--- config.mk ---
export PLATFORM = sky130hd
export DESIGN_NAME = hazard_detection_unit
export DESIGN_NICKNAME = d
export VERILOG_FILES = /design/src/rtl/hdu_pkg.sv /design/src/rtl/hdu_dep_compare.sv /design/src/rtl/hazard_detection_unit.sv
export SDC_FILE = /design/constraint.sdc
export NUM_CORES = 1
export LEC_CHECK = 0
export CORE_MARGIN = 1
export CORE_UTILIZATION = 28
export DETAILED_ROUTE_END_ITERATION = 10
export GPL_TIMING_DRIVEN = 1
export PLACE_DENSITY_LB_ADDON = 0.12
export SLEW_MARGIN = 20
export SYNTH_ARGS = -nofsm -noshare
export SYNTH_HDL_FRONTEND = slang
export SYNTH_SLANG_ARGS = --single-unit
export TNS_END_PERCENT = 20
--- constraint.sdc ---
create_clock -name clk -period 3.3 [get_ports clk]
set_input_delay 0.495 -clock clk [delete_from_list [all_inputs] [get_ports clk]]
set_output_delay 0.495 -clock clk [all_outputs]
set_load 0.02 [all_outputs]
--- src/rtl/hdu_pkg.sv ---
`default_nettype none
// ============================================================================
// Module      : hdu_pkg
// Description : Shared types and helpers for the hazard detection unit:
//               controller state encoding, register address width and the
//               drain/freeze counter width function.
// Revision    : 1.0 - initial release
// ============================================================================
package hdu_pkg;

    // Register-file address width used by the pipeline
    localparam int REG_ADDR_W = 3;

    // Controller state; the encoding is exported on hduState for debug
    typedef enum logic [1:0] {
        S_RUN       = 2'd0,
        S_MEM_BUSY  = 2'd1,
        S_INT_DRAIN = 2'd2,
        S_INT_ACK   = 2'd3
    } hdu_state_e;

    // Counter width: enough bits for max(mem_lat, int_drain) - 1, never zero
    function automatic int cnt_width(input int mem_lat, input int int_drain);
        int m;
        m = (mem_lat > int_drain) ? mem_lat : int_drain;
        return (m > 1) ? $clog2(m) : 1;
    endfunction

endpackage
`default_nettype wire

--- src/rtl/hdu_dep_compare.sv ---
`default_nettype none
// ============================================================================
// Module      : hdu_dep_compare
// Description : Purely combinational dependency comparator. Flags a load-use
//               hazard (decode operand produced by a load in EX) and a
//               load-to-branch hazard (branch operand produced by a load in
//               MEM, which forwarding cannot reach because branches resolve
//               in decode).
// Revision    : 1.0 - initial release
// ============================================================================
module hdu_dep_compare
    import hdu_pkg::*;
#(
    parameter int ADDR_W = REG_ADDR_W
) (
    input  logic [ADDR_W-1:0] i_src_a,
    input  logic [ADDR_W-1:0] i_src_b,
    input  logic              i_uses_src_a,
    input  logic              i_uses_src_b,
    input  logic              i_is_branch,
    input  logic [ADDR_W-1:0] i_dest_ex,
    input  logic              i_mtr_ex,
    input  logic              i_rw_ex,
    input  logic [ADDR_W-1:0] i_dest_mem,
    input  logic              i_mtr_mem,
    input  logic              i_rw_mem,
    output logic              o_load_use,
    output logic              o_br_load
);

    logic w_load_in_ex;
    logic w_load_in_mem;
    logic w_match_a_ex;
    logic w_match_b_ex;
    logic w_match_a_mem;

    // Register-address matches against the loads sitting in EX and MEM
    always_comb begin
        w_load_in_ex  = i_mtr_ex & i_rw_ex;
        w_load_in_mem = i_mtr_mem & i_rw_mem;
        w_match_a_ex  = i_uses_src_a & (i_src_a == i_dest_ex);
        w_match_b_ex  = i_uses_src_b & (i_src_b == i_dest_ex);
        w_match_a_mem = (i_src_a == i_dest_mem);
        o_load_use    = w_load_in_ex & (w_match_a_ex | w_match_b_ex);
        o_br_load     = i_is_branch & w_load_in_mem & w_match_a_mem;
    end

endmodule
`default_nettype wire

--- src/rtl/hazard_detection_unit.sv ---
`default_nettype none
// ============================================================================
// Module      : hazard_detection_unit
// Description : Stall/flush controller for the 5-stage pipeline. Covers the
//               hazards forwarding cannot: load-use, load-to-branch,
//               multi-cycle MEM ops and interrupt entry (pipeline drain).
//               All controls are combinational from state and inputs.
// Revision    : 1.0 - initial release
// ============================================================================
module hazard_detection_unit #(
    parameter int REG_ADDR_W = 3,
    parameter int MEM_LAT    = 2,
    parameter int INT_DRAIN  = 3
) (
    input  logic                  clk,
    input  logic                  rst,
    input  logic [REG_ADDR_W-1:0] srcAAfterF2D,
    input  logic [REG_ADDR_W-1:0] srcBAfterF2D,
    input  logic                  usesSrcA,
    input  logic                  usesSrcB,
    input  logic                  isBranchAfterF2D,
    input  logic                  branchTaken,
    input  logic [REG_ADDR_W-1:0] destAfterD2E,
    input  logic                  MTRAfterD2E,
    input  logic                  RWAfterD2E,
    input  logic [REG_ADDR_W-1:0] destAfterE2M,
    input  logic                  MTRAfterE2M,
    input  logic                  RWAfterE2M,
    input  logic                  memMultiAfterE2M,
    input  logic                  interruptReq,
    output logic                  stallPC,
    output logic                  stallF2D,
    output logic                  flushF2D,
    output logic                  bubbleD2E,
    output logic                  stallD2E,
    output logic                  stallE2M,
    output logic                  bubbleM2W,
    output logic                  intAck,
    output logic [1:0]            hduState
);

    import hdu_pkg::*;

    localparam int               CNT_W        = cnt_width(MEM_LAT, INT_DRAIN);
    // The trigger cycle counts as the first freeze cycle, so the counter
    // covers the remaining MEM_LAT-2 cycles (loaded as MEM_LAT-3).
    localparam logic [CNT_W-1:0] C_MEM_LOAD   = CNT_W'((MEM_LAT > 2) ? (MEM_LAT - 3) : 0);
    localparam logic [CNT_W-1:0] C_DRAIN_LOAD = CNT_W'((INT_DRAIN > 1) ? (INT_DRAIN - 1) : 0);
    localparam logic [CNT_W-1:0] C_CNT_ONE    = CNT_W'(1);
    localparam logic             C_MEM_MULTI  = (MEM_LAT > 1);
    localparam logic             C_MEM_LONG   = (MEM_LAT > 2);

    hdu_state_e       r_state_q;
    hdu_state_e       w_state_d;
    logic [CNT_W-1:0] r_mem_cnt_q;
    logic [CNT_W-1:0] w_mem_cnt_d;
    logic [CNT_W-1:0] r_drain_cnt_q;
    logic [CNT_W-1:0] w_drain_cnt_d;
    logic             r_mem_done_q;
    logic             w_mem_done_d;
    // A multi-cycle freeze that started while draining; keeps INT_DRAIN as
    // the visible state while the MEM op finishes.
    logic             r_drain_frz_q;
    logic             w_drain_frz_d;

    logic w_load_use;
    logic w_br_load;
    logic w_hazard;
    logic w_mem_trig;

    logic w_stall_pc;
    logic w_stall_f2d;
    logic w_flush_f2d;
    logic w_bubble_d2e;
    logic w_stall_d2e;
    logic w_stall_e2m;
    logic w_bubble_m2w;
    logic w_int_ack;

    hdu_dep_compare #(
        .ADDR_W (REG_ADDR_W)
    ) u_dep_compare (
        .i_src_a      (srcAAfterF2D),
        .i_src_b      (srcBAfterF2D),
        .i_uses_src_a (usesSrcA),
        .i_uses_src_b (usesSrcB),
        .i_is_branch  (isBranchAfterF2D),
        .i_dest_ex    (destAfterD2E),
        .i_mtr_ex     (MTRAfterD2E),
        .i_rw_ex      (RWAfterD2E),
        .i_dest_mem   (destAfterE2M),
        .i_mtr_mem    (MTRAfterE2M),
        .i_rw_mem     (RWAfterE2M),
        .o_load_use   (w_load_use),
        .o_br_load    (w_br_load)
    );

    // Hazard qualifiers; memDone blocks a retrigger during the op's last MEM cycle
    always_comb begin
        w_hazard   = w_load_use | w_br_load;
        w_mem_trig = memMultiAfterE2M & ~r_mem_done_q & C_MEM_MULTI;
    end

    // State and counter registers, asynchronously cleared
    always_ff @(posedge clk or negedge rst) begin
        if (!rst) begin
            r_state_q     <= S_RUN;
            r_mem_cnt_q   <= '0;
            r_drain_cnt_q <= '0;
            r_mem_done_q  <= 1'b0;
            r_drain_frz_q <= 1'b0;
        end else begin
            r_state_q     <= w_state_d;
            r_mem_cnt_q   <= w_mem_cnt_d;
            r_drain_cnt_q <= w_drain_cnt_d;
            r_mem_done_q  <= w_mem_done_d;
            r_drain_frz_q <= w_drain_frz_d;
        end
    end

    // Next-state and counter update
    always_comb begin
        w_state_d     = r_state_q;
        w_mem_cnt_d   = r_mem_cnt_q;
        w_drain_cnt_d = r_drain_cnt_q;
        w_mem_done_d  = 1'b0;
        w_drain_frz_d = r_drain_frz_q;
        case (r_state_q)
            S_RUN: begin
                if (w_mem_trig) begin
                    if (C_MEM_LONG) begin
                        w_state_d   = S_MEM_BUSY;
                        w_mem_cnt_d = C_MEM_LOAD;
                    end else begin
                        w_mem_done_d = 1'b1;
                    end
                end else if (!w_hazard && !branchTaken && interruptReq) begin
                    w_state_d     = S_INT_DRAIN;
                    w_drain_cnt_d = C_DRAIN_LOAD;
                end
            end
            S_MEM_BUSY: begin
                if (r_mem_cnt_q == '0) begin
                    w_state_d    = S_RUN;
                    w_mem_done_d = 1'b1;
                end else begin
                    w_mem_cnt_d = r_mem_cnt_q - C_CNT_ONE;
                end
            end
            S_INT_DRAIN: begin
                // Drain count is held whenever the MEM stage is frozen
                if (r_drain_frz_q) begin
                    if (r_mem_cnt_q == '0) begin
                        w_drain_frz_d = 1'b0;
                        w_mem_done_d  = 1'b1;
                    end else begin
                        w_mem_cnt_d = r_mem_cnt_q - C_CNT_ONE;
                    end
                end else if (w_mem_trig) begin
                    if (C_MEM_LONG) begin
                        w_drain_frz_d = 1'b1;
                        w_mem_cnt_d   = C_MEM_LOAD;
                    end else begin
                        w_mem_done_d = 1'b1;
                    end
                end else if (r_drain_cnt_q == '0) begin
                    w_state_d = S_INT_ACK;
                end else begin
                    w_drain_cnt_d = r_drain_cnt_q - C_CNT_ONE;
                end
            end
            S_INT_ACK: begin
                w_state_d = S_RUN;
            end
            default: begin
                w_state_d = S_RUN;
            end
        endcase
    end

    // Stall/flush/bubble decode from state and live hazard inputs
    always_comb begin
        w_stall_pc   = 1'b0;
        w_stall_f2d  = 1'b0;
        w_flush_f2d  = 1'b0;
        w_bubble_d2e = 1'b0;
        w_stall_d2e  = 1'b0;
        w_stall_e2m  = 1'b0;
        w_bubble_m2w = 1'b0;
        w_int_ack    = 1'b0;
        case (r_state_q)
            S_RUN: begin
                if (w_mem_trig) begin
                    w_stall_pc   = 1'b1;
                    w_stall_f2d  = 1'b1;
                    w_stall_d2e  = 1'b1;
                    w_stall_e2m  = 1'b1;
                    w_bubble_m2w = 1'b1;
                end else if (w_hazard) begin
                    // A taken branch is not flushed here; it re-resolves next cycle
                    w_stall_pc   = 1'b1;
                    w_stall_f2d  = 1'b1;
                    w_bubble_d2e = 1'b1;
                end else if (branchTaken) begin
                    w_flush_f2d = 1'b1;
                end
            end
            S_MEM_BUSY: begin
                w_stall_pc   = 1'b1;
                w_stall_f2d  = 1'b1;
                w_stall_d2e  = 1'b1;
                w_stall_e2m  = 1'b1;
                w_bubble_m2w = 1'b1;
            end
            S_INT_DRAIN: begin
                w_stall_pc  = 1'b1;
                w_flush_f2d = 1'b1;
                if (r_drain_frz_q || w_mem_trig) begin
                    w_stall_f2d  = 1'b1;
                    w_stall_d2e  = 1'b1;
                    w_stall_e2m  = 1'b1;
                    w_bubble_m2w = 1'b1;
                end
            end
            S_INT_ACK: begin
                w_int_ack = 1'b1;
            end
            default: begin
                w_int_ack = 1'b0;
            end
        endcase
    end

    // Outputs are forced low for as long as reset is held
    always_comb begin
        stallPC   = w_stall_pc   & rst;
        stallF2D  = w_stall_f2d  & rst;
        flushF2D  = w_flush_f2d  & rst;
        bubbleD2E = w_bubble_d2e & rst;
        stallD2E  = w_stall_d2e  & rst;
        stallE2M  = w_stall_e2m  & rst;
        bubbleM2W = w_bubble_m2w & rst;
        intAck    = w_int_ack    & rst;
        hduState  = rst ? r_state_q : 2'd0;
    end

endmodule
`default_nettype wire
==> results.json <==
{
  "yosysSeqAreaShare": 0.2360,
  "peakVddDrop_mv": 0.3127,
  "design.die.area_sq_um": 3254,
  "drive_above_1_share": 0.08889,
  "clk_latency_ns": 0.26,
  "drcViolationCount": 4,
  "crit_required_ns": 2.80,
  "crit_chain": "clkdlybuf4s50_1, xor2_1, or4_1, and4bb_1, and3_1, o21a_1, dlygate4sd2_1",
  "yosysUniqueCellTypes": 37,
  "max_stage_delay_ns": 0.55,
  "worstHoldEndpoint": "r_mem_cnt_q[0]",
  "cts.clk_slew.worst_paths_ns": 0.07,
  "rsz0062_at_grt": "false",
  "overflow": 0,
  "rrSetupSlack_ns": 0.91,
  "timing.final.crit_share": 0.9367,
  "synth.ff_latch_count": 8,
  "fp.dieW_um": 57.04,
  "synth_area_leaders": "dfrtp_1 24%, ha_1 10%, xor2_1 9.3%",
  "cp.arrival_ns": 2.60,
  "fp.dieH_um": 57.04,
  "viasPerCell": 5.000,
  "yosysMostFrequentCell": "inv_1",
  "hpwl_um": 1773,
  "grt_pass1_vias": 835,
  "crit_path_start": "destAfterD2E[2]",
  "wl_um": 2198,
  "cts-hold-fix-buffers": 0,
  "io_pins": 34,
  "grt_max_degree": 15,
  "power.total_w": 0.0007777,
  "fin_nets": 168,
  "rows": 19,
  "grt_util_all_layers": 0.1543,
  "status": "finished, violations left",
  "port-buffer-count": 33,
  "firstDrtPassIters": 7,
  "maxSlewHeadroom": 0.6206,
  "coreArea_sq_um": 2805,
  "critPathTopFamily": "simple AND/OR/NAND/NOR gates",
  "vias": 830,
  "tightest_slew_ns": 0.5629,
  "crit_type": "input port to output port",
  "post_cts_buffers": 0,
  "ys_top_cells_by_count": "10 x inv_1, 9 x xor2_1, 8 x dfrtp_1, 8 x nand2_1, 7 x ha_1",
  "cp_max_fo": 3,
  "hp-start": "r_mem_cnt_q[0]",
  "synth_enable_flop_cells": 0,
  "synthCells": 101,
  "h-tree-depth": 1,
  "power_density_nw_per_um2": 634.9,
  "slowest_stage": "or4_1",
  "antenna_found_initial": 0,
  "whs_path_depth": 1,
  "max_freq_mhz": 323.5,
  "period_minus_slack_ns": 3.091,
  "r2r-end": "r_drain_cnt_q[0]",
  "wl_per_cell_um": 13.24,
  "cts_tree": "done",
  "grt_pass1_wl_um": 3933,
  "reg2regPathDepth": 6,
  "finClkSkew_ns": 0.01595,
  "final_max_slew_viol_count": 0,
  "power_leakage_nw": 0.5420,
  "start_kind": "input port",
  "synth.yosys.warnings": 0,
  "synth.net_count": 132,
  "hold_viol_final": 0,
  "cp-end-kind": "output port",
  "synth_flop_cell": "dfrtp_1",
  "first_iter_violations": 26,
  "crit_buf_inv": 2,
  "yosys.area.top_type": "dfrtp_1",
  "r2r-start": "r_state_q[0]",
  "diodes": 0,
  "cts_repair_resize_count": 3,
  "utilization": 0.4367,
  "cts-root-buf": "clkbuf_4",
  "violations": "DRC",
  "async_flop_share": 1.000,
  "final_antenna_net_count": 0,
  "avgSynthCellArea_sq_um": 8.399,
  "holdCritPathClass": "flip-flop to flip-flop",
  "syn-cell-area_sq_um": 848.3,
  "gp_congestion": 0.7666,
  "area.growth.synth_to_final_pct": 44.39,
  "drv_cap": 0,
  "setup_viol": 0,
  "cts_sinks": 8,
  "cts_buffers": 3,
  "synth_top_area_share": 0.2360,
  "cts_buffer_depth": 2,
  "start_util": 0.3024
}
## sequential cells by signal, summed over array words and instances, names as in the netlist
signal and flops:
r_drain_frz_q 1, r_mem_done_q 1, r_state_q 2, r_drain_cnt_q 2
r_mem_cnt_q 2
## worst register-to-register path, cell delays in order, from the launching register on
cell      delay [ns]
dfrtp_1         0.45
inv_1           0.11
ha_1            0.45
inv_1           0.17
o41ai_2         0.62
o221ai_1        0.17
or2_2           0.30
## how the worst max path moves through the flow
stage | slack (ns) | depth (start not counted) | end
3_3_place_gp | -0.01 | 7 | stallF2D
4_1_cts | 0.21 | 7 | flushF2D
5_1_grt | 0.13 | 7 | stallF2D
6_report | 0.21 | 7 | flushF2D
2_1_floorplan | 0.80 | 6 | stallPC
3_5_place_dp | -0.05 | 7 | stallF2D
## stage by stage
| stage | cell area, sq um | worst slack (ns) | TNS, ns | cells | hold WS [ns] |
|---|---|---|---|---|---|
| floorplan | 848.3 | 0.7995 | 0 | 101 | 0.1994 |
| global placement | 1206 | -0.01175 | -0.02104 | 163 | 0.4633 |
| detailed placement | 1206 | -0.05224 | -0.09107 | 163 | 0.4757 |
| CTS | 1225 | 0.2117 | 0 | 166 | 0.4859 |
| global route | 1225 | 0.1343 | 0 | 166 | 0.5201 |
| finish | 1225 | 0.2090 | 0 | 166 | 0.4831 |
## report_power, final
group | internal [W] | total (W) | switching, W
Sequential | 0.000131 | 0.000161 | 0.0000307
Combinational | 0.000245 | 0.000536 | 0.000291
Clock | 0.0000418 | 0.0000803 | 0.0000384
Total | 0.000417 | 0.000778 | 0.000360
## per-layer routing
| metal | track usage | part of all wire | vias to the layer above |
|---|---|---|---|
| met5 | 0 | 0 | - |
| met4 | 0.02091 | 0 | 0 |
| met3 | 0.04308 | 0.044 | 0 |
| met2 | 0.2487 | 0.46 | 18 |
| met1 | 0.2115 | 0.49 | 389 |
| li1 | - | - | 423 |
## area by class of cell
cell class / instances / area [sq um]
multi-input combinational: 78 / 576.8
clock buffer: 3 / 22.52
fill: 298 / 1580
tap: 31 / 38.79
timing repair buffer: 36 / 349.1
inverter: 10 / 37.54
sequential: 8 / 200.2
## placed cells by master, fill, tap and decap left out, types with 5 or more instances in the layout
cell type / count
dfrtp_1: 8
xor2_1: 9
ha_1: 7
clkdlybuf4s50_1: 30
nand3_1: 5
inv_1: 10
nand2_1: 8
a21oi_1: 5
nor2_1: 6
## logic make-up (layout without fill, tap and decap cells)
logic type / after synthesis / after routing / synth area share
and+or+nand+nor: 39 / 39 / 0.2640
AOI/OAI and AO/OA: 19 / 19 / 0.1741
buffers and inverters: 15 / 49 / 0.08407
xor gates and xnor gates: 10 / 10 / 0.1033
DFF: 8 / 8 / 0.2360
adders and majority gates: 7 / 7 / 0.1032
muxes: 3 / 3 / 0.03540
Note: power is estimated with default switching activity, not from simulation.
==> RTL change 1: new RTL, config.mk and constraints unchanged <==
Register the output `bubbleD2E`; this adds one clock of latency there. The other outputs are not delayed to match.
--- a/src/rtl/hazard_detection_unit.sv
+++ b/src/rtl/hazard_detection_unit.sv
@@ -50,6 +50,8 @@
     localparam logic             C_MEM_MULTI  = (MEM_LAT > 1);
     localparam logic             C_MEM_LONG   = (MEM_LAT > 2);
 
+    logic bubbleD2E_d;
+
     hdu_state_e       r_state_q;
     hdu_state_e       w_state_d;
     logic [CNT_W-1:0] r_mem_cnt_q;
@@ -236,7 +238,7 @@
         stallPC   = w_stall_pc   & rst;
         stallF2D  = w_stall_f2d  & rst;
         flushF2D  = w_flush_f2d  & rst;
-        bubbleD2E = w_bubble_d2e & rst;
+        bubbleD2E_d = w_bubble_d2e & rst;
         stallD2E  = w_stall_d2e  & rst;
         stallE2M  = w_stall_e2m  & rst;
         bubbleM2W = w_bubble_m2w & rst;
@@ -244,5 +246,9 @@
         hduState  = rst ? r_state_q : 2'd0;
     end
 
+    always_ff @(posedge clk) begin
+        bubbleD2E <= bubbleD2E_d;
+    end
+
 endmodule
 `default_nettype wire
Formal check against the unedited RTL: not equivalent (a bounded check fails within 4 cycles, from zero or initial values and one cycle with rst low).
==> RTL change 1 against the unedited design <==
  * The flow still finishes with violations (design-rule violations)
  * Critical path depth up 1
  * Routed wire length fell by 6.1%
  * Setup slack worse by 9.6 ps
  * Total power grew 0.47%
  * Sequential cell count is 1 higher
  * Sequential share of layout area grew 0.96 points
  * Design area rose by 3.9%
  * First-iteration DRC count decreased by 23%
  * Largest cell class unchanged
  * Highest routed layer is now met4
  * Die area fell by 0.84%
  * Critical path type unchanged
  * Synthesized area decreased by 0.89%
  * Via count up 4.0%
==> RTL change 1: results <==
[setup_path]
peak_per_stage_delay_on_the_critical_path_ps = 530
flop_to_flop_setup_slack_ps = 930
cp.arrival_ps = 2610
worst-path-max-fanout = 4
timing.rr.end = r_drain_cnt_q[1]$_DFFE_PN0P_
kind_of_cell_with_the_highest_combined_delay_on_the_critical_path = buffers and inverters
endpoint = stallPC
crit_start = srcAAfterF2D[0]

[yosys]
yosysSeqAreaShare_pct = 26.2
postSynth.asyncResetShare_pct = 88.9
netlist_top_cells_area = sky130_fd_sc_hd__dfrtp_1 24%, sky130_fd_sc_hd__ha_1 10%, sky130_fd_sc_hd__xor2_1 9.4%
netlist_top_cells_count = 9 x sky130_fd_sc_hd__inv_1, 9 x sky130_fd_sc_hd__xor2_1, 8 x sky130_fd_sc_hd__dfrtp_1

[clock_tree]
cts_root_buffer_type = sky130_fd_sc_hd__clkbuf_4
clk_latency_ps = 270

[power_and_ir_drop]
p_leak_uw = 0.000576
ir_worst_vdd_uv = 187
powerDensity_nw_per_um2 = 614

[global_route]
grt_pass1_wl_um = 3500
gr-usage-all-layers_pct = 14.2
grt_pass1_vias = 848
initial_antenna_violation_count = 0

[hold_path]
timing.hold.worst.start = r_mem_cnt_q[1]$_DFFE_PN0P_
worst_hold_end = r_mem_cnt_q[1]$_DFFE_PN0P_
min_path_type = flip-flop to flip-flop
hold-path-cell-count = 2

[status]
violated_checks = design-rule violations
status = finished, violations left

[cells_and_area]
layout-drive-gt1-share_pct = 9.15
fillCellCount = 281
instances_no_fill = 173

[drt]
drt_drc_violations_left = 4
detail_route.wirelength_um = 2060
via_per_inst = 4.99
drt_first_iter_violations = 20

[sta]
fin_worst_skew_ps = 7.77
worst_slew_pin_tran_ps = 741
hold_slack_ps = 486
worst_setup_slack_final_ps = 199

[placed_design]
gp_routability_congestion = 0.796
place_hpwl_um = 1680
placement.cell_area_um2 = 1250
detailedPlace.worstSlack_ps = -87.9
## RTL change 1: where the power goes
part           internal (µW)  total (µW)  switching (µW)
Clock                   46.8        88.9            42.1
Combinational            240         521             281
Sequential               142         171            29.5
Total                    429         781             353
## RTL change 1: layout make-up
| cell class | count | share of cell area, % |
|---|---|---|
| clock buffer | 4 | 2.06 |
| multi-input combinational | 78 | 44.0 |
| timing repair buffer | 42 | 31.0 |
| tap | 31 | 3.05 |
| sequential | 9 | 17.3 |
| inverter | 9 | 2.65 |
## RTL change 1: cells by family after synthesis
family          share of synthesized area [%]
buf+inv                                  7.29
mux                                      2.38
compound gates                           17.4
simple gates                             25.9
fa+ha+maj                                10.4
flops                                    26.2
xor+xnor                                 10.4
## RTL change 1: per-layer routing
layer	routed length [µm]	GRT usage [%]	up-vias	share of wire (%)
met2	1010	26.0	39	49
li1	-	-	437	-
met1	863	15.0	382	42
met4	39	8.01	0	1.9
met5	0	0	-	0
met3	150	2.53	5	7.3
==> RTL change 2: new RTL, same flow settings <==
Without the edit above. Change the parameter `MEM_LAT` from 2 to 4. Comments in the files are not updated.
--- a/src/rtl/hazard_detection_unit.sv
+++ b/src/rtl/hazard_detection_unit.sv
@@ -9,7 +9,7 @@
 // ============================================================================
 module hazard_detection_unit #(
     parameter int REG_ADDR_W = 3,
-    parameter int MEM_LAT    = 2,
+    parameter int MEM_LAT    = 4,
     parameter int INT_DRAIN  = 3
 ) (
     input  logic                  clk,
Behaviour: not the same (a bounded check fails within 4 cycles, from zero or initial values and one cycle with rst low).
==> RTL change 2 against the unedited design <==
  * Sequential cell count did not move
  * Count of clock-buffer cells in the layout did not move
  * Register-to-register slack improved by 260 ps
  * Design area fell by 1.9%
  * Setup slack improved by 150 ps
  * Total power rose by 9.3%
  * Combinational power rose by 12%
  * The run still ends with design-rule violations left
  * Final cell count fell by 3.6%
  * Synthesized area fell by 1.3%
  * Routed wire length fell by 11%
  * Sequential share of layout area rose by 0.32 points
  * Sequential power rose by 9%
  * Critical path depth did not move
==> RTL change 2: results <==
[status]
status = finished, violations left
violated_checks = design-rule violations

[setup_path]
max_stage_delay_cell_worst_path = sky130_fd_sc_hd__clkdlybuf4s50_1
regToRegStartpoint = r_state_q[0]$_DFFE_PN0P_
peak_per_stage_delay_on_the_critical_path_ps = 600
timing.rr.end = r_drain_cnt_q[1]$_DFFE_PN0P_
critPathKind = input pin to output pin
kind_of_cell_with_the_highest_combined_delay_on_the_critical_path = buffers and inverters
flop_to_flop_setup_slack_ps = 1170
worst-path-max-fanout = 4
cp.arrival_ps = 2450
crit_start = destAfterD2E[0]
endpoint = flushF2D
timing.reg2reg.worst_path_depth = 7

[clock_tree]
cts_root_buffer_type = sky130_fd_sc_hd__clkbuf_4
clk_path_buf_depth = 2
post_cts_sizing_count = 0
htree_levels = 1
clk_pin_slew_ps = 50
clk_latency_ps = 260
post_cts.repair.setup_buffers = 0
cts-buffers-inserted = 3

[drt]
via_per_inst = 4.92
drt_drc_violations_left = 6
drt_first_iter_violations = 18
detail_route.wl_per_cell_um = 12.2

[power_and_ir_drop]
p_comb_share_pct = 70.4
p_leak_uw = 0.000503
comb-power_uw = 598
power.net_switching_uw = 386
ir_worst_vdd_uv = 352
part_of_the_power_in_the_clock_network_pct = 8.8

[sta]
worst_slew_pin_tran_ps = 352
hold_slack_ps = 505
fin_worst_skew_ps = 10.6
worst_setup_slack_final_ps = 358

[placed_design]
gp_routability_congestion = 0.725
placement.cell_area_um2 = 1180
detailedPlace.worstSlack_ps = 341
portBuffers = 33

[yosys]
netlist_top_cells_count = 8 x sky130_fd_sc_hd__dfrtp_1, 7 x sky130_fd_sc_hd__ha_1
synth_fp_nets = 127
syn-mean-instance-area_um2 = 8.72
ys.warnings.count = 0
synth_ff_type = sky130_fd_sc_hd__dfrtp_1
netlist_top_cells_area = sky130_fd_sc_hd__dfrtp_1 24%, sky130_fd_sc_hd__ha_1 10%, sky130_fd_sc_hd__xnor2_1 6.3%
synth.lib_cells_used.distinct = 37
postSynth.asyncResetShare_pct = 100
yosysSeqAreaShare_pct = 23.9

[cells_and_area]
instances_no_fill = 160
fillCellCount = 294
layout-drive-gt1-share_pct = 9.30

[global_route]
gr-usage-all-layers_pct = 12.5
grt_pass1_wl_um = 3130
initial_antenna_violation_count = 0
grt_pass1_vias = 725

[die]
die_w_um = 56.7

[hold_path]
hold-path-cell-count = 1
timing.hold.worst.start = r_drain_cnt_q[1]$_DFFE_PN0P_
worst_hold_end = r_drain_cnt_q[1]$_DFFE_PN0P_
## RTL change 2: area by class of cell
type | count | area, µm² | share of cell area [%]
clock buffers | 3 | 22.5 | 1.88
inverters | 6 | 22.5 | 1.88
flip-flops and latches | 8 | 200 | 16.7
repair buffers | 35 | 345 | 28.8
well taps | 31 | 38.8 | 3.23
multi-input cells | 77 | 572 | 47.6
## RTL change 2: cells by family (layout without fill, tap and decap cells)
family / after synthesis / after routing / synth area share (%)
AND/OR/NAND/NOR: 33 / 33 / 24.1
adder cells (fa/ha/maj): 7 / 7 / 10.5
multiplexers: 5 / 5 / 6.58
AO/OA/AOI/OAI: 23 / 23 / 17.8
flip-flops: 8 / 8 / 23.9
buffers and inverters: 11 / 44 / 7.77
XOR/XNOR: 9 / 9 / 9.42
## RTL change 2: routing by layer
layer / vias to the layer above / routed length [µm] / GRT usage [%]
met5: - / 0 / 0
met4: 0 / 22 / 4.29
met3: 2 / 77 / 4.15
met2: 14 / 912 / 19.4
met1: 369 / 942 / 16.3
li1: 402 / - / -
